## config.mk

```make
export PLATFORM = sky130hd
export DESIGN_NAME = dec_secded_16
export DESIGN_NICKNAME = d
export VERILOG_FILES = /design/src/rtl/enc_dec_pkg.sv /design/src/rtl/dec_syndrome_16.sv /design/src/rtl/dec_secded_16.sv
export SDC_FILE = /design/constraint.sdc
export NUM_CORES = 1
export LEC_CHECK = 0
export ABC_AREA = 1
export BUFFER_PORTS_ARGS = -buffer_cell sky130_fd_sc_hd__buf_2
export CAP_MARGIN = 40
export CORE_UTILIZATION = 51
export CTS_BUF_LIST = sky130_fd_sc_hd__clkbuf_16
export DETAILED_ROUTE_END_ITERATION = 10
export GPL_ROUTABILITY_DRIVEN = 1
export GPL_TIMING_DRIVEN = 0
export PLACE_DENSITY = 0.9
export RECOVER_POWER = 100
export SLEW_MARGIN = 0
export SYNTH_ARGS = -nofsm -noshare
export SYNTH_HDL_FRONTEND = slang
export SYNTH_SLANG_ARGS = --single-unit
```

## constraint.sdc

```tcl
create_clock -name clk -period 1.52 [get_ports clk]
set_input_delay 0.076 -clock clk [delete_from_list [all_inputs] [get_ports clk]]
set_output_delay 0.076 -clock clk [all_outputs]
set_load 0.05 [all_outputs]
```

## src/rtl/enc_dec_pkg.sv

```systemverilog
// Shared definitions for the extended Hamming(16,11) SECDED encoders and decoder:
// code layout, status encoding and parity helper functions.
package enc_dec_pkg;

  localparam int DATA_W = 11;
  localparam int CODE_W = 16;
  localparam int SYN_W  = 4;

  typedef enum logic [1:0] {
    ST_OK   = 2'b00,
    ST_CORR = 2'b01,
    ST_DUE  = 2'b10
  } status_e;

  // Code position of each data bit; positions 0,1,2,4,8 carry parity.
  localparam logic [SYN_W-1:0] DATA_POS [DATA_W] = '{
    4'd3, 4'd5, 4'd6, 4'd7, 4'd9, 4'd10, 4'd11, 4'd12, 4'd13, 4'd14, 4'd15
  };

  // Positions whose index has syndrome bit k set.
  localparam logic [CODE_W-1:0] SYN_MASK [SYN_W] = '{
    16'hAAAA, 16'hCCCC, 16'hF0F0, 16'hFF00
  };

  function automatic logic syn_parity(input logic [CODE_W-1:0] code, input int k);
    return ^(code & SYN_MASK[k]);
  endfunction

  function automatic logic [DATA_W-1:0] extract_data(input logic [CODE_W-1:0] code);
    logic [DATA_W-1:0] d;
    d = '0;
    for (int j = 0; j < DATA_W; j++) begin
      d[j] = code[DATA_POS[j]];
    end
    return d;
  endfunction

  // Data-bit mask for a single error at code position syn (empty for parity positions).
  function automatic logic [DATA_W-1:0] data_flip_mask(input logic [SYN_W-1:0] syn);
    logic [DATA_W-1:0] m;
    m = '0;
    for (int j = 0; j < DATA_W; j++) begin
      m[j] = (DATA_POS[j] == syn);
    end
    return m;
  endfunction

endpackage

```

## src/rtl/dec_syndrome_16.sv

```systemverilog
// Combinational Hamming syndrome and overall parity of a 16-bit extended codeword.
module dec_syndrome_16
  import enc_dec_pkg::*;
(
  input  logic [CODE_W-1:0] i_code,
  output logic [SYN_W-1:0]  o_syn,
  output logic              o_par
);

  // Syndrome bits and whole-word parity.
  always_comb begin
    o_syn = '0;
    for (int k = 0; k < SYN_W; k++) begin
      o_syn[k] = syn_parity(i_code, k);
    end
    o_par = ^i_code;
  end

endmodule

```

## src/rtl/dec_secded_16.sv

```systemverilog
// Two-stage valid/ready SECDED decoder for the extended Hamming(16,11) code.
// Optional saturating error counters are built when DEC_ERR_CNT_EN is defined.
module dec_secded_16
  import enc_dec_pkg::*;
#(
  parameter int CNT_W = 16
) (
  input  logic              clk,
  input  logic              rst,
  input  logic              en,
  input  logic              in_valid,
  output logic              in_ready,
  input  logic [CODE_W-1:0] in_code,
  output logic              out_valid,
  input  logic              out_ready,
  output logic [DATA_W-1:0] out_data,
  output logic [1:0]        out_status,
  output logic [SYN_W-1:0]  out_err_pos,
  input  logic              clr_cnt,
  output logic [CNT_W-1:0]  corr_cnt,
  output logic [CNT_W-1:0]  due_cnt
);

  logic [SYN_W-1:0]  w_syn;
  logic              w_par;
  logic              w_out_fire;
  logic              w_s1_moves;
  logic              w_in_fire;
  logic [DATA_W-1:0] w_dec_data;
  status_e           w_dec_status;
  logic [SYN_W-1:0]  w_dec_pos;

  // Stage 1 keeps only the data bits; parity bits are fully summarised by syndrome and p.
  logic              r_s1_valid;
  logic [DATA_W-1:0] r_s1_data;
  logic [SYN_W-1:0]  r_s1_syn;
  logic              r_s1_par;
  logic              r_s1_en;

  logic              r_out_valid;
  logic [DATA_W-1:0] r_out_data;
  status_e           r_out_status;
  logic [SYN_W-1:0]  r_out_err_pos;

  dec_syndrome_16 u_syn (
    .i_code (in_code),
    .o_syn  (w_syn),
    .o_par  (w_par)
  );

  assign w_out_fire = r_out_valid && out_ready;
  assign w_s1_moves = r_s1_valid && (!r_out_valid || out_ready);
  assign in_ready   = !r_s1_valid || w_s1_moves;
  assign w_in_fire  = in_valid && in_ready;

  // Stage 1: capture incoming word with its syndrome, parity and enable.
  always_ff @(posedge clk or posedge rst) begin
    if (rst) begin
      r_s1_valid <= 1'b0;
      r_s1_data  <= '0;
      r_s1_syn   <= '0;
      r_s1_par   <= 1'b0;
      r_s1_en    <= 1'b0;
    end else if (w_in_fire) begin
      r_s1_valid <= 1'b1;
      r_s1_data  <= extract_data(in_code);
      r_s1_syn   <= w_syn;
      r_s1_par   <= w_par;
      r_s1_en    <= en;
    end else if (w_s1_moves) begin
      r_s1_valid <= 1'b0;
    end
  end

  // Classify and correct the stage-1 word.
  always_comb begin
    w_dec_data   = r_s1_data;
    w_dec_status = ST_OK;
    w_dec_pos    = '0;
    if (!r_s1_en) begin
      w_dec_status = ST_OK;
    end else if (r_s1_par) begin
      w_dec_data   = r_s1_data ^ data_flip_mask(r_s1_syn);
      w_dec_status = ST_CORR;
      w_dec_pos    = r_s1_syn;
    end else if (r_s1_syn != 4'd0) begin
      w_dec_status = ST_DUE;
    end else begin
      w_dec_status = ST_OK;
    end
  end

  // Stage 2: output register, held while the consumer stalls.
  always_ff @(posedge clk or posedge rst) begin
    if (rst) begin
      r_out_valid   <= 1'b0;
      r_out_data    <= '0;
      r_out_status  <= ST_OK;
      r_out_err_pos <= '0;
    end else if (w_s1_moves) begin
      r_out_valid   <= 1'b1;
      r_out_data    <= w_dec_data;
      r_out_status  <= w_dec_status;
      r_out_err_pos <= w_dec_pos;
    end else if (w_out_fire) begin
      r_out_valid   <= 1'b0;
    end
  end

  assign out_valid   = r_out_valid;
  assign out_data    = r_out_data;
  assign out_status  = r_out_status;
  assign out_err_pos = r_out_err_pos;

`ifdef DEC_ERR_CNT_EN
  logic [CNT_W-1:0] r_corr_cnt;
  logic [CNT_W-1:0] r_due_cnt;

  // Saturating error counters; a clear wins over a same-cycle increment.
  always_ff @(posedge clk or posedge rst) begin
    if (rst) begin
      r_corr_cnt <= '0;
      r_due_cnt  <= '0;
    end else if (clr_cnt) begin
      r_corr_cnt <= '0;
      r_due_cnt  <= '0;
    end else if (w_out_fire) begin
      case (r_out_status)
        ST_CORR: begin
          if (r_corr_cnt != {CNT_W{1'b1}}) begin
            r_corr_cnt <= r_corr_cnt + {{(CNT_W-1){1'b0}}, 1'b1};
          end
        end
        ST_DUE: begin
          if (r_due_cnt != {CNT_W{1'b1}}) begin
            r_due_cnt <= r_due_cnt + {{(CNT_W-1){1'b0}}, 1'b1};
          end
        end
        default: begin
          r_corr_cnt <= r_corr_cnt;
        end
      endcase
    end
  end

  assign corr_cnt = r_corr_cnt;
  assign due_cnt  = r_due_cnt;
`else
  logic w_unused_clr;
  assign w_unused_clr = clr_cnt;
  assign corr_cnt     = '0;
  assign due_cnt      = '0;
`endif

endmodule

```

==> impl_metrics.ini <==
[synthesis]
synth_top_area_share_pct = 39.9
postSynthAreaPerCell_um2 = 7.38
syn_area_um2 = 2260
synth.area.top_cells = dfrtp_1 (40%), nand2_1 (22%), buf_4 (11%)
synth_cell_types = 23
yosys_warnings = 0
ys_ff_latch = 36
synthCells = 306
ys_seq_area_share_pct = 39.9
synth.largest_area_cell = dfrtp_1

[place]
dp_slack_ps = 253
place.gp.congestion = 0.829
placed_cell_area_um2 = 2670
numPortBuffers = 39
dpl.hpwl_mm = 3.71

[cts]
cts_setup_buffers = 0
cts_tree = built
cts_inserted_buffers = 5
clkSinkCount = 36
clkTransAtPathRegs_ps = 50
clk_latency_ps = 280
root_buffer = clkbuf_16
h-tree-depth = 2
cts_max_path_buffers = 2

[floorplan]
core_area_um2 = 4120
die_h_um = 68.5
die_area_um2 = 4700
start_util_pct = 54.9
std_cell_rows = 23
die_w_um = 68.5
ios = 73

[detailed_routing]
antenna_left = 0
drc = 0
vias = 1996
routed_via_density = 4.58
drt_iter0_markers = 90
first_pass_iters = 5
wl_per_cell_um = 10.7
wl_mm = 4.66

[worst_setup_path]
path_class = reg -> reg
required_ps = 1670
critPathMaxFanout = 6
worstSetupStartpointType = flip-flop
cp.arrival_ps = 1530
end_kind = flip-flop

[pwr]
p_leak_nw = 1.53
ir_worst_vdd_v = 0.000501
p_seq_share_pct = 35.5
power-per-cell-area_nw_per_um2 = 1350
clockPowerShare_pct = 25.4
p_sw_mw = 1.65
p_int_mw = 2.11
sw_frac_of_total_pct = 43.8
pwr-share-comb_pct = 39.1

[timing]
rsz0062_at_grt = false
drv_slew = 0
whs_ps = 1.29
worstMarginPinSlew_ps = 805
tns_ps = 0
max_slew_margin_pct = 46.3
max_freq_mhz = 725
worst_slack_ps = 141
setup_viol = 0
finalHoldViolations = 0
min_period_ps = 1380
fin_skew_ps = 5.05
fin_crit_sh_pct = 90.7

[grt]
grt_start_max_net_pins = 20
grt_pass1_vias = 1838
grt_pass1_wl_mm = 7.51
track_usage_pct = 22.4
antenna_found_initial = 0
overflow = 0

[cells_and_area]
diodes = 0
area_growth_pct = 23.2
design_area_um2 = 2780
layout_common_cells = nand2_1 (130), dfrtp_1 (35), buf_4 (32), conb_1 (32), o21ai_0 (26)
nets = 407
drive_above_1_share_pct = 19.9
final_common_cell = nand2_1

[run_status]
status = complete, no violations

[min_path]
hold_class = in -> reg

[run]
cap_violations = 0
[worst max-delay path, stage by stage (launching register included)]
cell	delay (ps)
dfrtp_1	440
nand2_1	130
nor2_1	270
nand3_1	140
xor2_1	190
o21ai_1	90
[worst paths after layout]
kind / startpoint / endpoint / slack, ps / cells after the start
worst max-delay path: r_s1_par / out_data[7] / 140 / 5
worst min-delay path: en / r_s1_en / 1 / 3
worst max register to register: r_s1_par / out_data[7] / 140 / 5
worst min register to register: out_status[0] / out_status[0] / 480 / 2
max in group asynchronous: rst / out_valid / 470 / 4
min in group asynchronous: rst / out_data[5] / 490 / 3
[registers in the layout, indices dropped and copies added (netlist names)]
register	flops
r_s1_par	1
r_s1_data	11
r_s1_en	1
out_status	2
out_data	11
r_s1_valid	1
r_s1_syn	4
out_valid	1
out_err_pos	4
[power groups by stage]
stage,logic [mW],clock network (mW),registers [mW]
after floorplan,0.752,0,1.78
after global placement,1.48,0,1.33
after detailed placement,1.53,0,1.34
after CTS,1.54,0.964,1.33
after global routing,1.60,1.00,1.36
final,1.47,0.957,1.33
[metrics by stage]
step / cells / util (%) / power, mW
global route: 436 / 67.6 / 3.97
global placement: 426 / 64.3 / 2.81
floorplan: 337 / - / 2.54
detailed placement: 427 / 65.0 / 2.87
CTS: 436 / 68.6 / 3.83
finish: 436 / 67.6 / 3.76
[area by class of cell]
cell class | instances | area (um2)
sequential | 36 | 902
multi-input combinational | 237 | 1110
inverter | 27 | 101
timing repair buffer | 41 | 209
clock buffer | 5 | 125
tap | 50 | 62.6
fill | 387 | 1330
buffer | 37 | 259
clock inverter | 3 | 12.5
[cell families (layout without fill, tap and decap cells)]
| logic type | count (synthesis) | count (layout) | synth area share, % |
|---|---|---|---|
| buffers and inverters | 64 | 113 | 16.1 |
| xor gates and xnor gates | 22 | 22 | 9.20 |
| AOI/OAI and AO/OA | 32 | 32 | 7.53 |
| and+or+nand+nor | 151 | 151 | 27.1 |
| DFF | 36 | 36 | 39.9 |
| other | 1 | 32 | 0.166 |
[per-layer routing]
metal / GRT usage, % / vias up / share of wire (%)
met4: 9.90 / 0 / 2.4
met2: 40.8 / 60 / 50
met5: 0 / - / 0
met1: 24.2 / 893 / 42
li1: - / 1032 / -
met3: 5.43 / 11 / 5.6
[cells in the mapped netlist]
cell type    n
nand2_1    130
dfrtp_1     36
buf_4       32
inv_1       20
o21ai_0     19
xor2_1      13
o21ai_1     10
nor2_1       8
inv_2        7
xnor2_1      7
nand3_1      6
clkbuf_1     3
buf_2        2
nand2_2      2
nor3_2       2
o21ai_2      2
conb_1       1
nand3_2      1
nor2_2       1
nor3_4       1
o31ai_1      1
xnor2_2      1
xor2_2       1
[timing repair]
item,4_1_cts,5_1_grt
hold endpoints to repair,18,0
resized for setup,0,0
hold buffers,1,0
No activity file was read; power rests on OpenSTA's default activity.
